File: config.mk
export PLATFORM = sky130hd
export DESIGN_NAME = axicb_txn_scheduler_flat
export DESIGN_NICKNAME = d
export VERILOG_FILES = /design/src/rtl/axicb_txn_scheduler_if.sv /design/src/rtl/axicb_txn_scheduler.sv /design/src/flat_wrapper.sv
export SDC_FILE = /design/constraint.sdc
export NUM_CORES = 1
export LEC_CHECK = 0
export ABC_AREA = 1
export BUFFER_PORTS_ARGS = -buffer_cell sky130_fd_sc_hd__buf_4
export CAP_MARGIN = 10
export CORE_ASPECT_RATIO = 2
export CORE_UTILIZATION = 55
export DETAILED_ROUTE_END_ITERATION = 7
export PLACE_DENSITY = 0.87
export SETUP_SLACK_MARGIN = 0.1
export SLEW_MARGIN = 25
export SYNTH_ARGS = -nofsm -noshare
export SYNTH_HDL_FRONTEND = slang
export SYNTH_SLANG_ARGS = --single-unit
export TNS_END_PERCENT = 50
File: constraint.sdc
create_clock -name aclk -period 2.42 [get_ports aclk]
set_input_delay 0.242 -clock aclk [delete_from_list [all_inputs] [get_ports aclk]]
set_output_delay 0.242 -clock aclk [all_outputs]
set_load 0.01 [all_outputs]
File: src/rtl/axicb_txn_scheduler_if.sv
// Request/grant bus between requesters and the transaction scheduler.
interface axicb_txn_scheduler_if #(
  parameter int unsigned REQ_NB = 4
);
  logic [REQ_NB-1:0] req;
  logic              ack;
  logic              done;
  logic [REQ_NB-1:0] grant;
  logic [1:0]        grant_idx;
  logic [7:0]        ostdg_cnt;
  logic              timeout;
  logic              underflow;

  // Requester side: drives requests and handshake/completion events.
  modport master (
    output req, ack, done,
    input  grant, grant_idx, ostdg_cnt, timeout, underflow
  );

  // Scheduler side.
  modport slave (
    input  req, ack, done,
    output grant, grant_idx, ostdg_cnt, timeout, underflow
  );
endinterface

File: src/rtl/axicb_txn_scheduler.sv
// Priority/round-robin transaction scheduler with outstanding-count limit
// and grant watchdog.
module axicb_txn_scheduler #(
  parameter int unsigned REQ_NB         = 4,
  parameter logic [1:0]  REQ0_PRIORITY  = 2'd0,
  parameter logic [1:0]  REQ1_PRIORITY  = 2'd0,
  parameter logic [1:0]  REQ2_PRIORITY  = 2'd0,
  parameter logic [1:0]  REQ3_PRIORITY  = 2'd0,
  parameter int unsigned MAX_OSTDG      = 8,
  parameter bit          TIMEOUT_ENABLE = 1'b1,
  parameter int unsigned TIMEOUT_CYCLES = 1024
) (
  input  logic                  aclk,
  input  logic                  aresetn,
  input  logic                  srst,
  axicb_txn_scheduler_if.slave  bus
);

  localparam logic [7:0] CNT_MAX  = 8'(MAX_OSTDG);
  localparam logic [1:0] IDX_INIT = 2'(REQ_NB - 1);
  localparam logic [1:0] PRIO [4] = '{REQ0_PRIORITY, REQ1_PRIORITY,
                                      REQ2_PRIORITY, REQ3_PRIORITY};

  typedef enum logic {IDLE, GRANT} state_t;

  state_t            state_q;
  logic [REQ_NB-1:0] grant_q;
  logic [1:0]        grant_idx_q;
  logic [7:0]        ostdg_cnt_q;
  logic              timeout_q;
  logic              underflow_q;

  logic [1:0]        max_prio_c;
  logic [1:0]        cand_c;
  logic [1:0]        win_idx_c;
  logic              win_found_c;
  logic              ack_acc_c;
  logic              expire_c;

  // Only an ack seen while a grant is held counts as an accepted handshake.
  assign ack_acc_c = bus.ack && (state_q == GRANT);

  // Winner: highest asserted priority, ties scanned from grant_idx+1 onward.
  always_comb begin
    max_prio_c  = 2'd0;
    cand_c      = 2'd0;
    win_idx_c   = grant_idx_q;
    win_found_c = 1'b0;
    for (int i = 0; i < REQ_NB; i++) begin
      if (bus.req[i] && (PRIO[i] > max_prio_c)) max_prio_c = PRIO[i];
    end
    for (int unsigned k = 1; k <= REQ_NB; k++) begin
      cand_c = 2'((32'(grant_idx_q) + k) % REQ_NB);
      if (!win_found_c && bus.req[cand_c] && (PRIO[cand_c] == max_prio_c)) begin
        win_idx_c   = cand_c;
        win_found_c = 1'b1;
      end
    end
  end

  generate
    if (TIMEOUT_ENABLE) begin : g_wd
      localparam int unsigned WD_W = (TIMEOUT_CYCLES > 2) ? $clog2(TIMEOUT_CYCLES) : 1;
      logic [WD_W-1:0] wd_q;

      assign expire_c = (state_q == GRANT) && (wd_q == WD_W'(TIMEOUT_CYCLES - 1));

      // Watchdog counts GRANT cycles without ack; idle forces it back to zero.
      always_ff @(posedge aclk or negedge aresetn) begin
        if (!aresetn) begin
          wd_q <= '0;
        end else if (srst) begin
          wd_q <= '0;
        end else if ((state_q == GRANT) && !bus.ack && !expire_c) begin
          wd_q <= wd_q + WD_W'(1);
        end else begin
          wd_q <= '0;
        end
      end
    end else begin : g_no_wd
      assign expire_c = 1'b0;
    end
  endgenerate

  // Grant FSM, outstanding counter and event pulses.
  always_ff @(posedge aclk or negedge aresetn) begin
    if (!aresetn) begin
      state_q     <= IDLE;
      grant_q     <= '0;
      grant_idx_q <= IDX_INIT;
      ostdg_cnt_q <= 8'd0;
      timeout_q   <= 1'b0;
      underflow_q <= 1'b0;
    end else if (srst) begin
      state_q     <= IDLE;
      grant_q     <= '0;
      grant_idx_q <= IDX_INIT;
      ostdg_cnt_q <= 8'd0;
      timeout_q   <= 1'b0;
      underflow_q <= 1'b0;
    end else begin
      timeout_q   <= 1'b0;
      underflow_q <= 1'b0;
      case (state_q)
        IDLE: begin
          if ((|bus.req) && (ostdg_cnt_q < CNT_MAX) && win_found_c) begin
            state_q     <= GRANT;
            grant_q     <= REQ_NB'(1) << win_idx_c;
            grant_idx_q <= win_idx_c;
          end
        end
        GRANT: begin
          if (bus.ack) begin
            state_q <= IDLE;
            grant_q <= '0;
          end else if (expire_c) begin
            state_q   <= IDLE;
            grant_q   <= '0;
            timeout_q <= 1'b1;
          end
        end
        default: begin
          state_q <= IDLE;
          grant_q <= '0;
        end
      endcase

      if (ack_acc_c && !bus.done) begin
        if (ostdg_cnt_q < CNT_MAX) ostdg_cnt_q <= ostdg_cnt_q + 8'd1;
      end else if (bus.done && !ack_acc_c) begin
        if (ostdg_cnt_q != 8'd0) ostdg_cnt_q <= ostdg_cnt_q - 8'd1;
        else                     underflow_q <= 1'b1;
      end
    end
  end

  assign bus.grant     = grant_q;
  assign bus.grant_idx = grant_idx_q;
  assign bus.ostdg_cnt = ostdg_cnt_q;
  assign bus.timeout   = timeout_q;
  assign bus.underflow = underflow_q;

endmodule

File: src/flat_wrapper.sv
// flat-port wrapper written by rule: the top's interface ports become plain ports
module axicb_txn_scheduler_flat 
#(
  parameter int unsigned REQ_NB         = 4,
  parameter logic [1:0]  REQ0_PRIORITY  = 2'd0,
  parameter logic [1:0]  REQ1_PRIORITY  = 2'd0,
  parameter logic [1:0]  REQ2_PRIORITY  = 2'd0,
  parameter logic [1:0]  REQ3_PRIORITY  = 2'd0,
  parameter int unsigned MAX_OSTDG      = 8,
  parameter bit          TIMEOUT_ENABLE = 1'b1,
  parameter int unsigned TIMEOUT_CYCLES = 1024
)
  (aclk, aresetn, srst, bus_req, bus_ack, bus_done, bus_grant, bus_grant_idx, bus_ostdg_cnt, bus_timeout, bus_underflow);
  axicb_txn_scheduler_if #(.REQ_NB(REQ_NB)) bus_i ();
  input  logic aclk;
  input  logic aresetn;
  input  logic srst;
  input wire logic [$bits(bus_i.req)-1:0] bus_req;
  input wire logic [$bits(bus_i.ack)-1:0] bus_ack;
  input wire logic [$bits(bus_i.done)-1:0] bus_done;
  output wire logic [$bits(bus_i.grant)-1:0] bus_grant;
  output wire logic [$bits(bus_i.grant_idx)-1:0] bus_grant_idx;
  output wire logic [$bits(bus_i.ostdg_cnt)-1:0] bus_ostdg_cnt;
  output wire logic [$bits(bus_i.timeout)-1:0] bus_timeout;
  output wire logic [$bits(bus_i.underflow)-1:0] bus_underflow;
  assign bus_i.req = bus_req;
  assign bus_i.ack = bus_ack;
  assign bus_i.done = bus_done;
  assign bus_grant = bus_i.grant;
  assign bus_grant_idx = bus_i.grant_idx;
  assign bus_ostdg_cnt = bus_i.ostdg_cnt;
  assign bus_timeout = bus_i.timeout;
  assign bus_underflow = bus_i.underflow;
  axicb_txn_scheduler #(.REQ_NB(REQ_NB), .REQ0_PRIORITY(REQ0_PRIORITY), .REQ1_PRIORITY(REQ1_PRIORITY), .REQ2_PRIORITY(REQ2_PRIORITY), .REQ3_PRIORITY(REQ3_PRIORITY), .MAX_OSTDG(MAX_OSTDG), .TIMEOUT_ENABLE(TIMEOUT_ENABLE), .TIMEOUT_CYCLES(TIMEOUT_CYCLES)) u_core (.aclk(aclk), .aresetn(aresetn), .srst(srst), .bus(bus_i));
endmodule
==> results.md, run 1 <==
Status:
- The run finished with clean final reports.

Global routing:
- The number of antenna violations at the first check in global routing is 0.
- The global-route usage over all layers is 24.2%.
- For this run the aggregate overflow at the end of global routing stands at 0.
- The number of global-route vias before repair is 1712.
- The first global-routing pass estimated 6.81 mm of wire.
- The pin count of the biggest net entering global routing is 28.

Place:
- Routability-driven placement finished with a final weighted congestion of 0.875.
- The post-placement worst setup slack is 0.453 ns.
- The count of buffers added on input and output ports is 24.
- After detailed placement, the total cell area comes to 2010 sq um.
- Detailed placement ended at an HPWL of 2.95 mm.

Timing:
- For the pin with the worst max-slew slack, the measured transition is 0.440 ns.
- On the final layout, the worst clock skew is 0.00381 ns.
- The clock period minus final worst setup slack is 2.01 ns.
- Static timing analysis puts the maximum clock frequency at 498 MHz.
- Setup violations remaining at the end of the flow were counted as 0.
- The number of hold violations in the final report was 0.
- The worst slew margin relative to its limit is 70.5%.
- The worst path meets setup with 0.412 ns of slack.
- The post-route fraction of the period consumed by the critical path is 83.0%.
- Setup repair after global routing left no endpoint under its margin.
- The number of slew-limit violations in the final report was 0.
- In the final timing run, aggregate negative setup slack is 0 ns.

Setup path:
- STA classifies the critical path startpoint as a flop.
- The critical path arrival is 2.18 ns.
- The worst setup path is captured at a flop.
- Setup slack on the worst reg-to-reg path comes out at 0.41 ns.
- The maximum fanout along the worst path is 8.
- The endpoint identified for the worst register-to-register timing path is u_core.bus.ostdg_cnt[7].
- The worst register-to-register path has a depth of 9.
- The critical path required time is 2.60 ns.
- The critical path is of the flop to flop type.
- The critical register-to-register path startpoint is u_core.state_q.

Drt:
- The final wirelength is 3.79 mm.
- The number of detailed-routing iterations run before antenna repair is 5.
- The vias after detailed routing is 1628.
- In this run the remaining antenna-violating nets after routing total 0.
- The post-route DRC violation count is 0.
- The starting DRC count in detailed routing is 52.
- The routed wire length per instance is 12.8 um.
- The number of vias per cell after detailed routing is 5.50.

Synth:
- The synthesized area per cell is 7.61 sq um.
- The distinct cell type count of the synthesized netlist is 36.
- The synthesized design spends more area on one cell type than any other, namely dfrtp_1.
- When the netlist entered floorplanning its net count stood at 254.
- In the post-synthesis netlist, the biggest area contributors are dfrtp_1, nand2_1, nand3_1.
- The most used flip-flop cell after synthesis is dfrtp_1.
- The yosys synthesis warning count is 0.
- The area of the mapped netlist is 1800 sq um.
- The area share of the largest cell type after synthesis is 34.7%.
- The number of standard cells after synthesis is 237.
- The total of flip-flops plus latches after synthesis is 27.
- The number of flops mapped to enable cells by yosys is 0.
- Of all flip-flops after synthesis, the portion carrying an async set or reset was 100%.
- For this run, the register share of the synthesized area comes to 37.6%.

Clock tree:
- The tree is rooted in a clkbuf_8.
- The total of hold buffers inserted after clock tree synthesis is 1.
- The clock-pin slew on the worst setup and hold paths is 0.10 ns.
- After clock tree synthesis, the repair step resized 0 gates.
- TritonCTS built the clock tree.
- The total clock buffers created by CTS is 3.
- The number of levels the H-tree was split into is 1.
- The total setup buffers inserted after CTS is 0.
- Clock latency on the worst-skew pair, taken at its later pin, is 0.27 ns.
- No sink is reached through more buffers than the 2 on the longest clock path.
- The number of sinks driven by the clock tree is 27.

Power:
- Net switching is 48.7% of the power.
- Power spread over the standard cell area amounts to 1190 nW/um^2.
- The internal portion of the total power is 1260 uW.
- In this run, flip-flops and latches consume 27.7% of the power.
- The portion of total power attributed to combinational logic is 61.6%.
- The share of total power dissipated in the clock network is 10.7%.
- The power dissipated by switching net loads is 1200 uW.
- Summed over all cells, the static leakage comes to 0.00108 uW.
- The maximum resistive drop on vdd is 0.937 mV.
- The design draws 2460 uW.

Worst hold path:
- For hold timing, the worst endpoint is u_core.bus.timeout.
- The worst hold path passes through 2 cells.
- The start point of the worst hold path is bus_ack.
- The worst hold-check path type is input port to flop.

Cells and area:
- The number of fill cells in the layout is 262.
- The number of diodes added for antenna fixing is 0.
- The post-route netlist has 22.3% of its cells at a drive strength greater than 1.
- Relative to the synthesized area, the layout overhead comes to 14.8%.
- Summing all flip-flop and latch instances after layout gives 678 sq um.
- The multi-input combinational cells in the finished layout cover a total of 1010 sq um.
- The total non-filler cell area in the finished layout is 2070 sq um.
- After the last flow step, the layout net total stands at 283.

Die:
- The placement row count is 29.
- The count of pins on the block boundary is 25.
- The die footprint is 3530 sq um.
- The starting density of the core is 57.2%.
- In this run the horizontal extent of the chip is 42.5 um.
- The die is 83 um tall.
- The region available for standard cell placement spans 3160 sq um.

Flow run:
- Across the run, the number of max-cap violations was 0.
## critical path, cell delays in order, from the launching register on
cell and delay (ns):
dfrtp_1 0.40, nand2_1 0.08, or2_1 0.33, ha_1 0.37, a21oi_1 0.28, o21a_1 0.15, nand2_1 0.06, xor2_1 0.13
nand2_1 0.06, nand2_1 0.04
## sequential cells by signal, indices dropped and copies added, names as in the netlist
| register | cells |
|---|---|
| u_core.bus.timeout | 1 |
| u_core.state_q | 1 |
| u_core.bus.underflow | 1 |
| u_core.bus.ostdg_cnt | 8 |
| u_core.bus.grant_idx | 2 |
| u_core.bus.grant | 4 |
| u_core.g_wd.wd_q | 10 |
## cells in the mapped netlist, types with 2 or more instances
cell type and number:
nand2_2 12, or2_1 2, inv_2 3, o22ai_1 3, nor2_2 2, dfstp_2 2
nand2_4 3, nor2_4 2, o21ai_1 3, ha_1 7, nand4_1 6, nand3_1 18
o21ai_0 3, nand2_1 74, inv_1 22, nor2_1 17, a21oi_1 7, nor3_1 2
xor2_1 8, dfrtp_1 25
## how the worst max path moves through the flow
stage	start	endpoint	cells past startpoint
floorplan	u_core.state_q	u_core.bus.ostdg_cnt[7]	9
global placement	u_core.state_q	u_core.bus.ostdg_cnt[7]	9
detailed placement	u_core.state_q	u_core.bus.ostdg_cnt[7]	9
CTS	u_core.state_q	u_core.bus.ostdg_cnt[7]	9
global route	u_core.state_q	u_core.bus.ostdg_cnt[4]	10
finish	u_core.state_q	u_core.bus.ostdg_cnt[7]	9
## cell type report
class                   count  share of cell area, %
inverters                  26                   4.95
clock inverters             1                  0.363
multi-input cells         183                   48.9
well taps                  31                   1.87
flip-flops and latches     27                   32.7
repair buffers             25                   9.18
clock buffers               3                   1.99
## power groups by stage
| stage | combinational, uW | sequential, uW | clock [uW] |
|---|---|---|---|
| after floorplan | 1130 | 690 | 0 |
| after global placement | 1480 | 689 | 0 |
| after detailed placement | 1510 | 689 | 0 |
| after CTS | 1530 | 682 | 267 |
| after global routing | 1700 | 698 | 283 |
| final | 1520 | 683 | 263 |
## cell usage in the layout, fill, tap and decap left out, types with 3 or more instances in the layout
| master | netlist | final |
|---|---|---|
| nand2_1 | 74 | 74 |
| inv_2 | 3 | 3 |
| nand3_1 | 18 | 18 |
| nor2_1 | 17 | 17 |
| nand4_1 | 6 | 6 |
| nand2_2 | 12 | 12 |
| nand2_4 | 3 | 3 |
| inv_1 | 22 | 22 |
| o22ai_1 | 3 | 3 |
| dfrtp_1 | 25 | 25 |
| xor2_1 | 8 | 8 |
| ha_1 | 7 | 7 |
| buf_4 | 0 | 24 |
| clkbuf_8 | 0 | 3 |
| a21oi_1 | 7 | 7 |
| o21ai_0 | 3 | 3 |
| o21ai_1 | 3 | 3 |
## stage by stage
stage | hold WS (ns) | instances | util, %
2_1_floorplan | -0.0536 | 237 | -
3_3_place_gp | 0.173 | 291 | 63.7
3_5_place_dp | 0.174 | 291 | 63.7
4_1_cts | 0.144 | 296 | 65.6
5_1_grt | 0.141 | 296 | 65.6
6_report | 0.153 | 296 | 65.6
## routing by layer
layer  vias up  part of all wire, %  global-route usage [%]
met5         -                    0                       0
met4         0                  2.7                    12.8
met3         8                  2.4                    2.61
met2        39                   58                    45.9
met1       759                   36                    24.0
li1        822                    -                       -
## cells by family after synthesis
| group | Yosys count | share of synthesized area [%] |
|---|---|---|
| xor gates and xnor gates | 9 | 4.37 |
| DFF | 27 | 37.6 |
| adders and majority gates | 8 | 5.96 |
| buffers and inverters | 27 | 6.31 |
| and+or+nand+nor | 145 | 39.0 |
| AOI/OAI and AO/OA | 21 | 6.80 |
Power figures use the tool's default switching activity.
==> run 2, diff against run 1 <==
==> constraint.sdc (replaced) <==
create_clock -name aclk -period 2 [get_ports aclk]
set_input_delay 0.2 -clock aclk [delete_from_list [all_inputs] [get_ports aclk]]
set_output_delay 0.2 -clock aclk [all_outputs]
set_load 0.01 [all_outputs]
==> results.md, run 2 (same netlist as run 1, synthesis figures left out) <==
Status:
- The run finished with clean final reports.

Die:
- The vertical extent of the die is 83 um (unchanged).
- The horizontal extent of the die is 42.5 um (unchanged).
- The count of pins on the block boundary is 25 (unchanged).
- The placement row count came to 29 (unchanged).
- The area of the core is 3160 sq um (unchanged).
- The die footprint was 3530 sq um (unchanged).
- The starting density of the core is 57.2% (unchanged).

Drt:
- The detailed route wirelength on metal2 is 2.33 mm (+5.2%).
- The number of detailed-routing iterations run before antenna repair is 4 (-1).
- The starting DRC count in detailed routing is 76 (+46%).
- The met1 wire length was 1.45 mm (+4.9%).
- The vias after detailed routing is 1655 (+1.7%).
- The final antenna-violating net count is 0 (unchanged).
- The final wirelength was 4.00 mm (+5.6%).
- The routed length on met3 is 93 um (+1.1%).
- The top layer reached by signal wires is met4.
- The routed wire length per instance is 13.5 um (+5.2%).
- The number of vias per cell after detailed routing was 5.57 (+1.3%).
- The post-route DRC violation count is 0 (unchanged).

Setup path:
- The critical path arrival is 2.03 ns (-0.15 ns).
- The minimum setup slack among reg-to-reg paths is 0.15 ns (-0.26 ns).
- In this design, the largest share of critical-path delay is due to simple AND/OR/NAND/NOR gates.
- The critical path is of the flop to flop type.
- The depth of the worst register-to-register path came to 9 (unchanged).
- The maximum single-stage delay on the critical path is 0.39 ns (about the same).
- The critical path required time is 2.18 ns (-0.42 ns).
- The worst setup path is captured at a flop.
- In this run the critical register-to-register path is launched from u_core.state_q.
- The dominant cell type by count on the critical path is nand2_1.
- The slowest stage of the critical path belongs to the cell dfrtp_1.
- The combined buffer and inverter count along the critical path came to 0 (unchanged).
- The maximum fanout along the worst path is 8 (unchanged).
- Walking the worst path, the cells encountered are nand2_1 > or2_4 > ha_1 > a21oi_1 > o21a_1 > nand2_1 > xor2_1 > nand2_1 > nand2_1.
- The worst setup path is launched from a flop.
- The endpoint identified for the worst register-to-register timing path is u_core.bus.ostdg_cnt[7].

Cells and area:
- The number of fill cells in the layout is 271 (+3.4%).
- The library cells used most frequently in the layout, excluding fill and tap cells, are nand2_1, buf_4, dfrtp_1.
- Leaving out fill and tap cells, the most frequent cell in the layout is nand2_1.
- The post-route core utilization is 67.7% (+2.1 points).
- The layout overhead on the synthesized area is 18.4%.
- u_core.g_wd.wd_q holds more flip-flops than any other register.
- The proportion of layout cells with a drive suffix above 1 is 25.9% (+3.7 points).
- The post-layout net count is 284 (+0.35%).
- The flip-flop count of the largest register after layout is 10 (unchanged).
- The area of the multi-input gates is 1070 sq um (+5.8%).
- The number of diodes added for antenna fixing is 0 (unchanged).
- The area taken by flip-flops and latches is 678 sq um (unchanged).

Timing:
- The number of hold violations in the final report is 0 (unchanged).
- The smallest setup slack after layout is 0.152 ns (-0.260 ns).
- The number of slew-limit violations in the final report is 0 (unchanged).
- The clock period minus final worst setup slack is 1.85 ns (-0.160 ns).
- Setup repair after global routing could not meet its margin everywhere.
- The maximum operating frequency is 541 MHz (+8.7%).
- The worst slew margin relative to its limit came to 75.2% (+4.7 points).
- The worst hold slack is 0.0938 ns (-0.0592 ns).
- The clock skew after layout is 0.00244 ns (-0.00137 ns).
- The aggregate negative setup slack came to 0 ns (unchanged).
- The worst-margin pin slew was 0.370 ns (-0.0700 ns).
- The post-route fraction of the period consumed by the critical path is 92.4% (+9.4 points).
- The final number of setup-violating endpoints is 0 (unchanged).

Clock tree:
- The clock tree from TritonCTS is yes.
- The number of levels the H-tree was split into is 1 (unchanged).
- The clock root buffer is clkbuf_8.
- The number of buffers on the longest clock path is 2 (unchanged).
- The total clock buffers created by CTS came to 3 (unchanged).
- The clock network latency to the later pin of the worst-skew pair is 0.28 ns (about the same).
- The clock-pin slew on the worst setup and hold paths is 0.10 ns (about the same).
- The number of sinks driven by the clock tree is 27 (unchanged).

Global routing:
- The overflow left after global routing is 0 (unchanged).
- The number of antenna violations at the first check in global routing is 0 (unchanged).
- The pin count of the biggest net entering global routing was 28 (unchanged).
- The global-route usage over all layers is 24.4% (+0.20 points).
- The number of global-route vias before repair is 1608 (-6.1%).
- The global-route wire length before repair is 6.78 mm (-0.51%).

Worst hold path:
- The end point of the most critical hold path is u_core.bus.timeout.
- The path class of the tightest hold or removal check is input port to flop.
- The number of cells traversed by the worst hold path is 2 (unchanged).
- The startpoint identified for the worst hold timing path is bus_ack.

Place:
- The count of port buffers added during placement came to 24 (unchanged).
- The post-placement worst setup slack came to 0.0300 ns (-0.423 ns).
- The global placer's final weighted congestion was 0.873 (-0.22%).
- The placed wire-length estimate is 3.01 mm (+2.2%).

Power:
- The portion of total power attributed to combinational logic is 62.5% (+0.9 points).
- The design internal power is 1620 uW (+28%).
- The clock group share of total power is 10.5% (-0.2 points).
- The static leakage power is 0.00108 uW (+0.56%).
- The maximum resistive drop on vdd is 0.920 mV (-1.8%).
- The power dissipated by switching net loads is 1520 uW (+26%).
- The total design power is 3130 uW (+27%).
- The sequential share of power is 27.0% (-0.7 points).
- The power per cell area is 1470 nW/um^2 (+23%).
- The switching power as a share of total power came to 48.4% (-0.31 points).

Flow run:
- The total of max-cap violations is 0 (unchanged).
-- run 2: cell count changes in the layout (fill, tap and decap cells not counted), moves of 2 or more --
cell / delta
inv_1: -2
ha_4: +4
inv_2: +2
ha_1: -4
-- run 2: stage by stage --
stage / cell area [sq um] / std cells
finish: 2140 / 297
global route: 2140 / 297
CTS: 2080 / 296
detailed placement: 2010 / 291
global placement: 2010 / 291
floorplan: 1800 / 237
-- run 2: how the worst max path moves through the flow --
stage / from / to / cells after the start / slack, ns
5_1_grt: u_core.state_q / u_core.bus.ostdg_cnt[7] / 9 / 0.06
3_5_place_dp: u_core.state_q / u_core.bus.ostdg_cnt[7] / 9 / 0.03
6_report: u_core.state_q / u_core.bus.ostdg_cnt[7] / 9 / 0.15
3_3_place_gp: u_core.state_q / u_core.bus.ostdg_cnt[7] / 9 / 0.06
2_1_floorplan: u_core.state_q / u_core.bus.ostdg_cnt[7] / 9 / 0.19
4_1_cts: u_core.state_q / u_core.bus.ostdg_cnt[7] / 10 / 0.13
-- run 2: what timing repair did --
item                                    CTS  global route
endpoints found under the setup margin    5             9
endpoints found under the hold margin    25             0
cloned                                    0             0
hold buffers                              1             0
pin swaps                                 0             4
resized for setup                         3             9
buffers inserted                          0             1
-- run 2: layout make-up --
class / instances / area share [%]
Clock buffer: 3 / 1.93
Sequential cell: 27 / 31.7
Timing Repair Buffer: 26 / 9.25
Multi-Input combinational cell: 183 / 50.1
Clock inverter: 1 / 0.351
Tap cell: 31 / 1.81
Inverter: 26 / 4.80
-- run 2: worst reg2reg max path, cell delays in order, from the launching register on --
cell and delay [ns]:
dfrtp_1 0.39, nand2_1 0.08, or2_4 0.34, ha_1 0.36, a21oi_1 0.16, o21a_1 0.13
nand2_1 0.07, xor2_1 0.14, nand2_1 0.06, nand2_1 0.04
-- run 2: power groups by stage --
stage	clock network, uW	logic [uW]	registers, uW
final	329	1960	845
after global routing	351	2150	859
after CTS	333	1850	829
after detailed placement	0	1820	837
after global placement	0	1790	835
after floorplan	0	1370	835
-- run 2: routing by layer --
layer,global-route usage [%],vias to the layer above
li1,-,824
met1,25.2,779
met2,45.9,41
met3,1.52,11
met4,13.1,0
met5,0,-
